File: config.mk
export PLATFORM = sky130hd
export DESIGN_NAME = program_sequencer
export DESIGN_NICKNAME = d
export VERILOG_FILES = /design/src/rtl/program_sequencer.sv
export SDC_FILE = /design/constraint.sdc
export NUM_CORES = 1
export LEC_CHECK = 0
export ABC_CLOCK_PERIOD_IN_PS = 2500
export CAP_MARGIN = 20
export CORE_MARGIN = 4
export CORE_UTILIZATION = 40
export CTS_CLUSTER_SIZE = 8
export DETAILED_ROUTE_END_ITERATION = 10
export GPL_ROUTABILITY_DRIVEN = 0
export PLACE_DENSITY = 0.58
export RECOVER_POWER = 100
export SETUP_SLACK_MARGIN = 0.5
export SLEW_MARGIN = 20
export SYNTH_ARGS = -nofsm -noshare
export SYNTH_HDL_FRONTEND = slang
export SYNTH_SLANG_ARGS = --single-unit
File: constraint.sdc
create_clock -name clk -period 2.5 [get_ports clk]
set_input_delay 0.375 -clock clk [delete_from_list [all_inputs] [get_ports clk]]
set_output_delay 0.375 -clock clk [all_outputs]
set_load 0.02 [all_outputs]
File: src/rtl/program_sequencer.sv
// Steps a loadable opcode memory into control_unit: one FETCH/ISSUE/RETIRE triple per instruction.
// All outputs registered from the next state; INPUT stalls in WAIT_IN until in_valid, stop aborts cleanly.
module program_sequencer #(
  parameter int DEPTH  = 16,
  parameter int ADDR_W = $clog2(DEPTH)
) (
  input  logic              clk,
  input  logic              rstn,
  input  logic              prog_we,
  input  logic [ADDR_W-1:0] prog_addr,
  input  logic [3:0]        prog_data,
  input  logic              start,
  input  logic              step_mode,
  input  logic              step,
  input  logic              stop,
  input  logic              in_valid,
  output logic              in_ready,
  output logic              in_ack,
  output logic [3:0]        opcode,
  output logic              ex_btn,
  output logic [ADDR_W-1:0] pc,
  output logic              busy,
  output logic              done,
  output logic              err
);

  typedef enum logic [2:0] {
    S_IDLE, S_FETCH, S_WAIT_IN, S_ISSUE, S_RETIRE, S_PAUSE, S_DONE, S_ERROR
  } state_t;

  localparam logic [3:0]        OP_NOP   = 4'b0000;
  localparam logic [3:0]        OP_INPUT = 4'b0001;
  localparam logic [3:0]        OP_HALT  = 4'b1111;
  localparam logic [ADDR_W-1:0] PC_LAST  = ADDR_W'(DEPTH - 1);

  state_t            state_q, state_d;
  logic [ADDR_W-1:0] pc_q, pc_d;
  logic [3:0]        instr_q, instr_d;
  logic              step_mode_q, step_mode_d;
  logic              stop_pend_q, stop_pend_d;
  logic [3:0]        mem_q [DEPTH];
  logic [3:0]        mem_d [DEPTH];
  logic [3:0]        opcode_q, opcode_d;
  logic              ex_btn_q, ex_btn_d;
  logic              in_ready_q, in_ready_d;
  logic              in_ack_q, in_ack_d;
  logic              busy_q, busy_d;
  logic              done_q, done_d;
  logic              err_q, err_d;

  logic       parked;
  logic [3:0] fetched;

  assign parked  = (state_q == S_IDLE) || (state_q == S_DONE) || (state_q == S_ERROR);
  assign fetched = mem_q[pc_q];

  always_comb begin
    state_d     = state_q;
    pc_d        = pc_q;
    instr_d     = instr_q;
    step_mode_d = step_mode_q;
    stop_pend_d = stop_pend_q;
    mem_d       = mem_q;

    // Program memory is frozen while a program is running.
    if (prog_we && parked) begin
      mem_d[prog_addr] = prog_data;
    end

    case (state_q)
      S_IDLE, S_DONE, S_ERROR: begin
        if (start) begin
          pc_d        = '0;
          step_mode_d = step_mode;
          stop_pend_d = 1'b0;
          state_d     = S_FETCH;
        end
      end
      S_FETCH: begin
        instr_d = fetched;
        if (stop) begin
          state_d = S_IDLE;
        end else if (fetched == OP_HALT) begin
          state_d = S_DONE;
        end else if (fetched inside {[4'b1100:4'b1110]}) begin
          state_d = S_ERROR;
        end else if ((fetched == OP_INPUT) && !in_valid) begin
          state_d = S_WAIT_IN;
        end else begin
          state_d = S_ISSUE;
        end
      end
      S_WAIT_IN: begin
        if (stop) begin
          state_d = S_IDLE;
        end else if (in_valid) begin
          state_d = S_ISSUE;
        end
      end
      S_ISSUE: begin
        // The write-enable pulse must still be closed by RETIRE, so stop only takes effect after it.
        stop_pend_d = stop;
        state_d     = S_RETIRE;
      end
      S_RETIRE: begin
        stop_pend_d = 1'b0;
        if (stop_pend_q || stop) begin
          state_d = S_IDLE;
        end else if (pc_q == PC_LAST) begin
          state_d = S_DONE;
        end else if (step_mode_q) begin
          pc_d    = pc_q + ADDR_W'(1);
          state_d = S_PAUSE;
        end else begin
          pc_d    = pc_q + ADDR_W'(1);
          state_d = S_FETCH;
        end
      end
      S_PAUSE: begin
        if (stop) begin
          state_d = S_IDLE;
        end else if (step) begin
          state_d = S_FETCH;
        end
      end
      default: state_d = S_IDLE;
    endcase

    // Outputs describe the state being entered so they can be registered.
    opcode_d   = (state_d == S_ISSUE) ? instr_d : OP_NOP;
    ex_btn_d   = !((state_d == S_ISSUE) || (state_d == S_RETIRE));
    in_ready_d = (state_d == S_WAIT_IN);
    in_ack_d   = (state_d == S_RETIRE) && (instr_d == OP_INPUT);
    busy_d     = !((state_d == S_IDLE) || (state_d == S_DONE) || (state_d == S_ERROR));
    done_d     = (state_d == S_DONE);
    err_d      = (state_d == S_ERROR);
  end

  always_ff @(posedge clk or negedge rstn) begin
    if (!rstn) begin
      state_q     <= S_IDLE;
      pc_q        <= '0;
      instr_q     <= OP_NOP;
      step_mode_q <= 1'b0;
      stop_pend_q <= 1'b0;
      for (int i = 0; i < DEPTH; i++) begin
        mem_q[i] <= OP_HALT;
      end
      opcode_q    <= OP_NOP;
      ex_btn_q    <= 1'b1;
      in_ready_q  <= 1'b0;
      in_ack_q    <= 1'b0;
      busy_q      <= 1'b0;
      done_q      <= 1'b0;
      err_q       <= 1'b0;
    end else begin
      state_q     <= state_d;
      pc_q        <= pc_d;
      instr_q     <= instr_d;
      step_mode_q <= step_mode_d;
      stop_pend_q <= stop_pend_d;
      mem_q       <= mem_d;
      opcode_q    <= opcode_d;
      ex_btn_q    <= ex_btn_d;
      in_ready_q  <= in_ready_d;
      in_ack_q    <= in_ack_d;
      busy_q      <= busy_d;
      done_q      <= done_d;
      err_q       <= err_d;
    end
  end

  assign opcode   = opcode_q;
  assign ex_btn   = ex_btn_q;
  assign pc       = pc_q;
  assign in_ready = in_ready_q;
  assign in_ack   = in_ack_q;
  assign busy     = busy_q;
  assign done     = done_q;
  assign err      = err_q;

endmodule

==> results of run 1 <==
metrics by stage:
stage	hold WS, ps	total power (uW)	instances	util
finish	504	5540	521	0.504
CTS	495	5500	516	0.503
detailed placement	352	4230	490	0.464
global placement	352	4200	490	0.464
global route	528	5890	521	0.504
floorplan	79.4	3680	323	-
power groups by stage:
| stage | combinational (uW) | sequential [uW] | clock [uW] |
|---|---|---|---|
| after global placement | 1710 | 2490 | 0 |
| after floorplan | 1270 | 2400 | 0 |
| final | 2050 | 2460 | 1030 |
| after CTS | 1960 | 2480 | 1070 |
| after detailed placement | 1740 | 2490 | 0 |
| after global routing | 2240 | 2530 | 1130 |
cell usage in the layout, fill, tap and decap left out, types with 3 or more instances in the layout:
cell type        count
nor2_1              24
buf_6                3
o21ai_1              3
mux4_2              10
clkdlybuf4s50_1     15
a21oi_1              4
nand2_1              9
mux2i_1              6
mux2_1               5
dlygate4sd3_1       13
nor3b_1              3
o21ai_0              7
nor3_1              10
mux2_2              63
clkbuf_1             4
nor2b_1              7
a221oi_2             4
inv_1                5
clkbuf_8             9
buf_4               22
a22oi_2              4
dfstp_2             65
a31oi_1              3
nand2b_1             7
nand3_1              4
dfrtp_1             20
critical path: stages, from the launching register on:
cell       delay (ps)
dfrtp_1           450
buf_12            180
mux4_2            510
a22oi_2           190
nand2_1           170
nand4bb_4         260
o221ai_4          200
inv_1             110
and2_4            140
area by class of cell:
type | instances | area [um2]
tap | 136 | 170
multi-input combinational | 215 | 2040
clock inverter | 7 | 86.3
clock buffer | 9 | 124
fill | 921 | 5170
inverter | 5 | 18.8
sequential | 87 | 2260
timing repair buffer | 62 | 547
logic make-up after synthesis:
group / count (synthesis) / synth area share
muxes: 88 / 0.262
DFF: 87 / 0.523
adders and majority gates: 1 / 0.00290
and+or+nand+nor: 84 / 0.102
AOI/OAI and AO/OA: 42 / 0.0823
buffers and inverters: 21 / 0.0278
sequential cells by signal (all words and copies together), names as in the netlist:
name	cells
stop_pend_q	1
in_ready	1
done	1
mem_q	64
instr_q	4
pc	4
err	1
busy	1
opcode	4
state_q	3
ex_btn	1
step_mode_q	1
in_ack	1
final timing paths:
path                             startpoint           to  slack (ps)  cells after the start
worst max-delay path                  pc[0]          err         210                      8
worst min-delay path            step_mode_q  step_mode_q         500                      1
worst max register to register        pc[0]          err         210                      8
worst min register to register  step_mode_q  step_mode_q         500                      1
max in group asynchronous              rstn    mem_q[14]         630                      3
min in group asynchronous              rstn        pc[0]         630                      2
routing by layer:
layer / global-route usage / vias up
met1: 0.239 / 1476
met5: 0 / -
met3: 0.0353 / 12
met4: 0.0511 / 0
li1: - / 1313
met2: 0.253 / 37
what timing repair did:
item,CTS,global route
hold endpoints to repair,22,0
pin swaps,8,10
hold buffers,1,0
setup endpoints to repair,64,77
gates cloned,0,0
resized for setup,30,21
setup buffers,9,5
==> summary.txt, run 1 <==
Setup path
  • Startpoint Class: register
  • Critical path peak fanout: 10
  • CP Data Arrival Time: 2560 ps
  • Crit Path Class: reg -> reg
  • Worst setup EP type: register
  • CP required: 2770 ps

Job
  • Max Cap Viol: 0

Pwr
  • P_sw: 1820 uW
  • Sequential share of power: 0.444
  • P per Cell Area: 1060 nW/um2
  • Sw frac: 0.328
  • LEAKAGE: 0.00210 uW
  • Share of power burned in the clock network: 0.187
  • P_int: 3720 uW
  • Combinational share of power: 0.369
  • Max IR drop VDD: 0.443 mV

STA
  • Final Critical Period: 2290 ps
  • Final worst slack: 208 ps
  • Setup Skew: 15.1 ps
  • Final Hold Vio Count: 0
  • Fin. max-slew vios: 0
  • Setup TNS: 0 ps
  • Slew margin rel.: 0.461
  • RSZ-0062 raised after global routing: yes
  • Slew at the pin with the worst max-slew slack: 808 ps
  • Setup Viol. Count Final: 0
  • Crit share post-route: 0.917
  • Fmax: 436 MHz

Placement
  • Dpl ws: 38.2 ps
  • HPWL after DPL: 6720 um
  • Area after DPL: 4840 um2
  • Port bufs: 29

Outcome
  • Outcome: finished, final reports clean

Floorplanning
  • Core area: 10400 um2
  • Die height: 112 um
  • Die Wd: 112 um
  • Io pins: 30
  • Starting Density: 0.415
  • Die area: 12500 um2
  • Rows: 37

Drt
  • Met3 wire len: 312 um
  • DRT met1 WL: 4700 um
  • Drc violations: 0
  • Max layer used: met4
  • DR vias/cell: 5.45
  • Final wirelength: 9670 um
  • DRT iter0 DRCs: 150
  • DR pass1 iterations: 4
  • Mean routed wirelength per cell: 18.6 um
  • Metal2 WL: 4520 um
  • DR vias: 2838
  • Detail Route Antenna Nets: 0

CTS
  • Num CTS Buffers: 9
  • Clock-pin slew on the worst setup and hold paths: 90 ps
  • CTS Sinks: 87
  • CTS Root Cell: clkbuf_8
  • Worst-Skew Late Latency: 370 ps
  • CTS tree: built
  • H-tree depth: 3
  • Max clock buf depth: 2

Finish
  • Final nets: 397
  • Final instance area: 5250 um2
  • Layout cell share with drive strength beyond 1: 0.548
  • Layout area overhead: 21.5%
  • Ant diodes: 0

Logic synthesis
  • Synth Net Count: 340
  • Count of cell types in the netlist: 48
  • Area fraction of the dominant cell type after synthesis: 0.395
  • Most frequent cells after synthesis: dfstp_2 (65), mux2_2 (63), nor2_1 (25), dfrtp_1 (22), clkbuf_1 (12)
  • Mapped Cells: 323
  • Asr flop ratio synth: 1.00
  • Share of the yosys chip area belonging to registers: 0.523
  • Yosys top cell by area: dfstp_2
  • Mapped cell area: 4320 um2
  • Post-synth EDFFs: 0
  • Main flop type after synthesis: dfstp_2
  • Synthesized area per cell: 13.4 um2
  • Yosys warning count: 0
  • Largest cells by area after synthesis: dfstp_2 (40%), mux2_2 (16%), dfrtp_1 (13%), mux4_2 (4.2%), mux4_1 (2.4%)
  • #FFs+latches synth: 87
  • Most common cell in the netlist: dfstp_2

GRT
  • Total congestion overflow: 0
  • Gr usage total: 0.166
  • Pin count of the biggest net entering global routing: 57
  • Vias in the first global route: 2944
  • Initial antenna violation count: 0
  • First-pass GRT wire length: 16200 um

Min path
  • Hold Path Class: reg -> reg
No activity file was read; power rests on OpenSTA's default activity.
==> run 2: changes to the inputs <==
--- a/config.mk
+++ b/config.mk
@@ -8,13 +8,13 @@
 export ABC_CLOCK_PERIOD_IN_PS = 2500
 export CAP_MARGIN = 20
 export CORE_MARGIN = 4
-export CORE_UTILIZATION = 40
+export CORE_UTILIZATION = 55
 export CTS_CLUSTER_SIZE = 8
 export DETAILED_ROUTE_END_ITERATION = 10
 export GPL_ROUTABILITY_DRIVEN = 0
-export PLACE_DENSITY = 0.58
+export PLACE_DENSITY = 0.75
 export RECOVER_POWER = 100
-export SETUP_SLACK_MARGIN = 0.5
+export SETUP_SLACK_MARGIN = 0.3
 export SLEW_MARGIN = 20
 export SYNTH_ARGS = -nofsm -noshare
 export SYNTH_HDL_FRONTEND = slang
==> summary.txt, run 2 (synthesis results as in run 1) <==
CTS
  • Clock-pin slew on the worst setup and hold paths: 90 ps (about the same)
  • CTS Sinks: 87 (unchanged)
  • Worst-Skew Late Latency: 360 ps (about the same)
  • Num CTS Buffers: 9 (unchanged)
  • CTS Root Cell: clkbuf_8
  • CTS tree: built
  • H-tree depth: 3 (unchanged)
  • Max clock buf depth: 2 (unchanged)

Outcome
  • Outcome: finished, final reports clean

Drt
  • DR vias/cell: 5.85 (+7.5%)
  • Final wirelength: 9080 um (-6.1%)
  • DR pass1 iterations: 4 (unchanged)
  • Detail Route Antenna Nets: 0 (unchanged)
  • Mean routed wirelength per cell: 19.0 um (+2.3%)
  • DR vias: 2798 (-1.4%)
  • DRT iter0 DRCs: 152 (+1.3%)
  • Drc violations: 0 (unchanged)

STA
  • Crit share post-route: 0.941 (+0.0240)
  • Fmax: 425 MHz (-2.6%)
  • Setup Viol. Count Final: 0 (unchanged)
  • Slew at the pin with the worst max-slew slack: 1310 ps (+501 ps)
  • Final Critical Period: 2350 ps (+60.1 ps)
  • Slew margin rel.: 0.128 (-0.334)
  • Fin. max-slew vios: 0 (unchanged)
  • Hold Slack: 287 ps (-217 ps)
  • Setup TNS: 0 ps (unchanged)
  • Final Hold Vio Count: 0 (unchanged)
  • RSZ-0062 raised after global routing: yes
  • Setup Skew: 7.13 ps (-7.95 ps)

Finish
  • Cell Count, Final, Fillers Out: 478 (-8.3%)
  • Ant diodes: 0 (unchanged)
  • Layout cell share with drive strength beyond 1: 0.535 (-0.0135)
  • Layout area overhead: 17.6%
  • Final nets: 388 (-2.3%)
  • Max FFs per register: 64 (unchanged)
  • Largest Register: mem_q
  • Commonest non-fill, non-tap cell in the layout: dfstp_2
  • Commonest cells after routing, fill and taps aside: dfstp_2 (65), mux2_2 (63), nor2_1 (24)

Setup path
  • Critical path peak fanout: 6 (-4)
  • Startpoint Class: register
  • CP Data Arrival Time: 2600 ps (+40 ps)
  • CP required: 2750 ps (-20 ps)
  • Worst setup EP type: register
  • Crit Path Class: reg -> reg

GRT
  • Gr usage total: 0.202 (+0.0357)
  • Pin count of the biggest net entering global routing: 54 (-5.3%)
  • First-pass GRT wire length: 15100 um (-7.1%)
  • Vias in the first global route: 2893 (-1.7%)
  • GRT Max-Usage Layer: met2
  • GR Util met3: 0.0382 (+0.00289)
  • GR Layer Usage met2: 0.313 (+0.0606)
  • Initial antenna violation count: 0 (unchanged)
  • Total congestion overflow: 0 (unchanged)
  • Met1 GRT Util: 0.287 (+0.0485)

Job
  • Max Cap Viol: 0 (unchanged)

Placement
  • Port bufs: 29 (unchanged)
  • Placed insts: 452 (-7.8%)
  • HPWL after DPL: 6320 um (-5.9%)

Pwr
  • Total power: 5260 uW (-5.2%)
  • LEAKAGE: 0.00202 uW (-4.0%)
  • Max IR drop VDD: 0.511 mV (+16%)
  • P per Cell Area: 1030 nW/um2 (-2.1%)

Floorplanning
  • Core area: 7690 um2 (-26%)
  • Starting Density: 0.562 (+0.147)
  • Die Wd: 96.6 um (-14%)
  • Die height: 96.6 um (-14%)
  • Io pins: 30 (unchanged)
  • Rows: 32 (-14%)
  • Die area: 9330 um2 (-25%)

Min path
  • Hold Path Class: in -> async
[run 2: timing repair]
item / CTS / global route
gates cloned: 0 / 0
resized for setup: 24 / 10
pin swaps: 12 / 6
endpoints found under the setup margin: 10 / 12
buffers inserted: 8 / 2
hold endpoints to repair: 0 / 0
hold buffers: 0 / 0
[run 2: path summary, 6_finish.rpt]
| kind | start | endpoint | slack, ps | depth (start not counted) |
|---|---|---|---|---|
| max | pc[0] | err | 150 | 8 |
| min | rstn | pc[0] | 290 | 1 |
| max reg2reg | pc[0] | err | 150 | 8 |
| min reg2reg | step_mode_q | step_mode_q | 510 | 1 |
| max in group asynchronous | rstn | mem_q[23] | 810 | 2 |
| min in group clk | step_mode_q | step_mode_q | 510 | 1 |
[run 2: final cells by class]
type,count,area [um2]
multi-input cells,215,2030
fillers,586,2610
well taps,102,128
clock buffers,11,131
repair buffers,53,480
clock inverters,5,35.0
flip-flops and latches,87,2260
inverters,5,18.8
[run 2: stage by stage]
stage | instance area, um2 | setup WS (ps) | utilization
2_1_floorplan | 4320 | 257 | -
3_3_place_gp | 4780 | 110 | 0.621
3_5_place_dp | 4780 | 63.9 | 0.621
4_1_cts | 5100 | 197 | 0.663
5_1_grt | 5080 | 48.7 | 0.661
6_report | 5080 | 148 | 0.661
[run 2: worst max-delay path, stage by stage, from the launching register on]
cell and delay [ps]:
dfrtp_2 450, buf_4 140, mux4_2 500, a22oi_2 200, nand2_1 180, nand4bb_4 250, o221ai_4 260, inv_1 120
and2_4 150
[run 2: report_power, final]
part / switching, uW / internal (uW) / leakage, uW / total, uW
combinational: 935 / 1020 / 0.000971 / 1950
sequential: 293 / 2160 / 0.000965 / 2460
clock: 487 / 362 / 0.0000833 / 848
[run 2: routing by layer]
metal	vias up	share of wire
met1	1435	0.47
met3	14	0.039
li1	1296	-
met5	-	0
met4	0	0.018
met2	53	0.48
==> run 3: changes to the inputs <==
--- a/config.mk
+++ b/config.mk
@@ -7,12 +7,14 @@
 export LEC_CHECK = 0
 export ABC_CLOCK_PERIOD_IN_PS = 2500
 export CAP_MARGIN = 20
+export CELL_PAD_IN_SITES_DETAIL_PLACEMENT = 1
+export CELL_PAD_IN_SITES_GLOBAL_PLACEMENT = 2
 export CORE_MARGIN = 4
-export CORE_UTILIZATION = 55
+export CORE_UTILIZATION = 42
 export CTS_CLUSTER_SIZE = 8
 export DETAILED_ROUTE_END_ITERATION = 10
 export GPL_ROUTABILITY_DRIVEN = 0
-export PLACE_DENSITY = 0.75
+export PLACE_DENSITY = 0.8
 export RECOVER_POWER = 100
 export SETUP_SLACK_MARGIN = 0.3
 export SLEW_MARGIN = 20
==> summary.txt, run 3 (synthesis results as in run 1) <==
Outcome
  • Outcome: finished, final reports clean

GRT
  • Initial antenna violation count: 0 (unchanged)
  • Total congestion overflow: 0 (unchanged)
  • Gr usage total: 0.192 (-0.0103)
  • First-pass GRT wire length: 17100 um (+13%)
  • Vias in the first global route: 3008 (+4.0%)
  • Pin count of the biggest net entering global routing: 48 (-11%)

Finish
  • Layout area overhead: 21.2%
  • Final nets: 393 (+1.3%)
  • Commonest cells after routing, fill and taps aside: dfstp_2 (65), mux2_2 (61), nor2_1 (24)
  • Largest Register: mem_q
  • Max FFs per register: 64 (unchanged)
  • Final core utilization: 0.528 (-0.133)
  • Ant diodes: 0 (unchanged)
  • Commonest non-fill, non-tap cell in the layout: dfstp_2
  • Layout cell share with drive strength beyond 1: 0.541 (+0.00611)
  • Final instance area: 5240 um2 (+3.1%)

Pwr
  • P_int: 3720 uW (+5.0%)
  • Max IR drop VDD: 0.511 mV (about the same)
  • Sequential share of power: 0.436 (-0.031)
  • P_sw: 1890 uW (+9.9%)
  • Share of power burned in the clock network: 0.181 (+0.020)
  • Combinational share of power: 0.383 (+0.012)
  • LEAKAGE: 0.00205 uW (+1.7%)
  • Sw frac: 0.337 (+0.0102)
  • P per Cell Area: 1070 nW/um2 (+3.4%)

Drt
  • DR pass1 iterations: 4 (unchanged)
  • DR vias/cell: 5.52 (-5.7%)
  • Final wirelength: 10800 um (+18%)
  • DRT iter0 DRCs: 106 (-30%)
  • Mean routed wirelength per cell: 20.9 um (+10%)
  • DR vias: 2836 (+1.4%)
  • Detail Route Antenna Nets: 0 (unchanged)
  • Drc violations: 0 (unchanged)

CTS
  • CTS Sinks: 87 (unchanged)
  • CTS Root Cell: clkbuf_8
  • Max clock buf depth: 2 (unchanged)
  • Worst-Skew Late Latency: 360 ps (about the same)
  • CTS tree: built
  • Num CTS Buffers: 9 (unchanged)
  • Clock-pin slew on the worst setup and hold paths: 100 ps (about the same)
  • H-tree depth: 3 (unchanged)
  • Post-CTS Hold Fix Bufs: 0 (unchanged)

STA
  • Setup Skew: 13.1 ps (+5.96 ps)
  • Final Hold Vio Count: 0 (unchanged)
  • Setup TNS: 0 ps (unchanged)
  • Final Critical Period: 2350 ps (-1.21 ps)
  • Crit share post-route: 0.940 (about the same)
  • Setup Viol. Count Final: 0 (unchanged)
  • RSZ-0062 raised after global routing: yes
  • Fin. max-slew vios: 0 (unchanged)
  • Fmax: 425 MHz (about the same)
  • Slew at the pin with the worst max-slew slack: 1280 ps (-29.9 ps)
  • Slew margin rel.: 0.148 (+0.0199)

Setup path
  • Startpoint Class: register
  • FF-to-FF End: ex_btn
  • Reg-to-reg slack, setup: 150 ps (about the same)
  • Critical path peak fanout: 7 (+1)
  • Worst r2r src: pc[0]
  • R2r worst-path depth: 6 (-2)
  • Crit Path Class: reg -> reg
  • CP Data Arrival Time: 2650 ps (+50 ps)
  • CP required: 2800 ps (+50 ps)
  • Worst setup EP type: register

Min path
  • Hold Path Class: in -> async

Placement
  • Port bufs: 29 (unchanged)
  • Area after DPL: 4840 um2 (+1.3%)
  • HPWL after DPL: 7560 um (+20%)

Floorplanning
  • Io pins: 30 (unchanged)
  • Starting Density: 0.436 (-0.126)
  • Die area: 12000 um2 (+28%)
  • Die height: 109 um (+13%)
  • Die Wd: 109 um (+13%)
  • Rows: 36 (+13%)
  • Core area: 9910 um2 (+29%)

Job
  • Max Cap Viol: 0 (unchanged)
==> run 3: cell types whose count changed in the layout (fill, tap and decap cells not counted), sizes merged, moves of 2 or more <==
cell,previous run,this run
buf,15,21
clkbuf,21,18
clkinv,4,2
inv,5,7
==> run 3: worst max path at each step <==
stage               slack, ps  depth (start not counted)  startpoint   endpoint
floorplan                 260                          9       pc[0]        err
global placement          130                          7        stop     ex_btn
detailed placement         50                          7        stop  opcode[3]
CTS                       200                          8       pc[0]        err
global route               30                          8       pc[0]     ex_btn
finish                    150                          6       pc[0]     ex_btn
==> run 3: critical path: stages, from the launching register on <==
cell and delay, ps:
dfrtp_2 500, buf_12 170, mux4_2 520, a22oi_2 270, nand2_2 120, a311o_2 490, o2bb2a_4 220
==> run 3: repair_timing <==
item | 4_1_cts | 5_1_grt
pin swaps | 5 | 10
setup buffers | 3 | 8
endpoints found under the setup margin | 10 | 11
resized for setup | 18 | 16
gates cloned | 0 | 1
==> run 3: per-stage QoR <==
step | power (uW) | hold WS (ps) | setup slack (ps) | cells
2_1_floorplan | 3680 | 79.4 | 257 | 323
3_3_place_gp | 4220 | 422 | 129 | 486
3_5_place_dp | 4310 | 426 | 54.1 | 486
4_1_cts | 5430 | 22.2 | 201 | 505
5_1_grt | 5950 | 309 | 34.2 | 514
6_report | 5600 | 247 | 149 | 514
==> run 3: layout make-up <==
| type | count | area (um2) |
|---|---|---|
| Timing Repair Buffer | 58 | 543 |
| Tap cell | 133 | 166 |
| Clock buffer | 9 | 124 |
| Sequential cell | 87 | 2260 |
| Multi-Input combinational cell | 215 | 2050 |
| Inverter | 5 | 18.8 |
| Clock inverter | 7 | 70.1 |
| Fill cell | 1010 | 4670 |
==> run 3: power by group through the flow <==
stage / sequential [uW] / combinational, uW / clock (uW)
floorplan: 2400 / 1270 / 0
global placement: 2430 / 1790 / 0
detailed placement: 2460 / 1840 / 0
CTS: 2450 / 1950 / 1030
global route: 2510 / 2330 / 1110
finish: 2440 / 2150 / 1010
==> run 3: layer usage <==
metal  GRT usage  vias up  share of wire
met3      0.0388       11          0.032
met2       0.296       44           0.47
met1       0.277     1477           0.48
li1            -     1304              -
met4      0.0463        0          0.010
met5           0        -              0
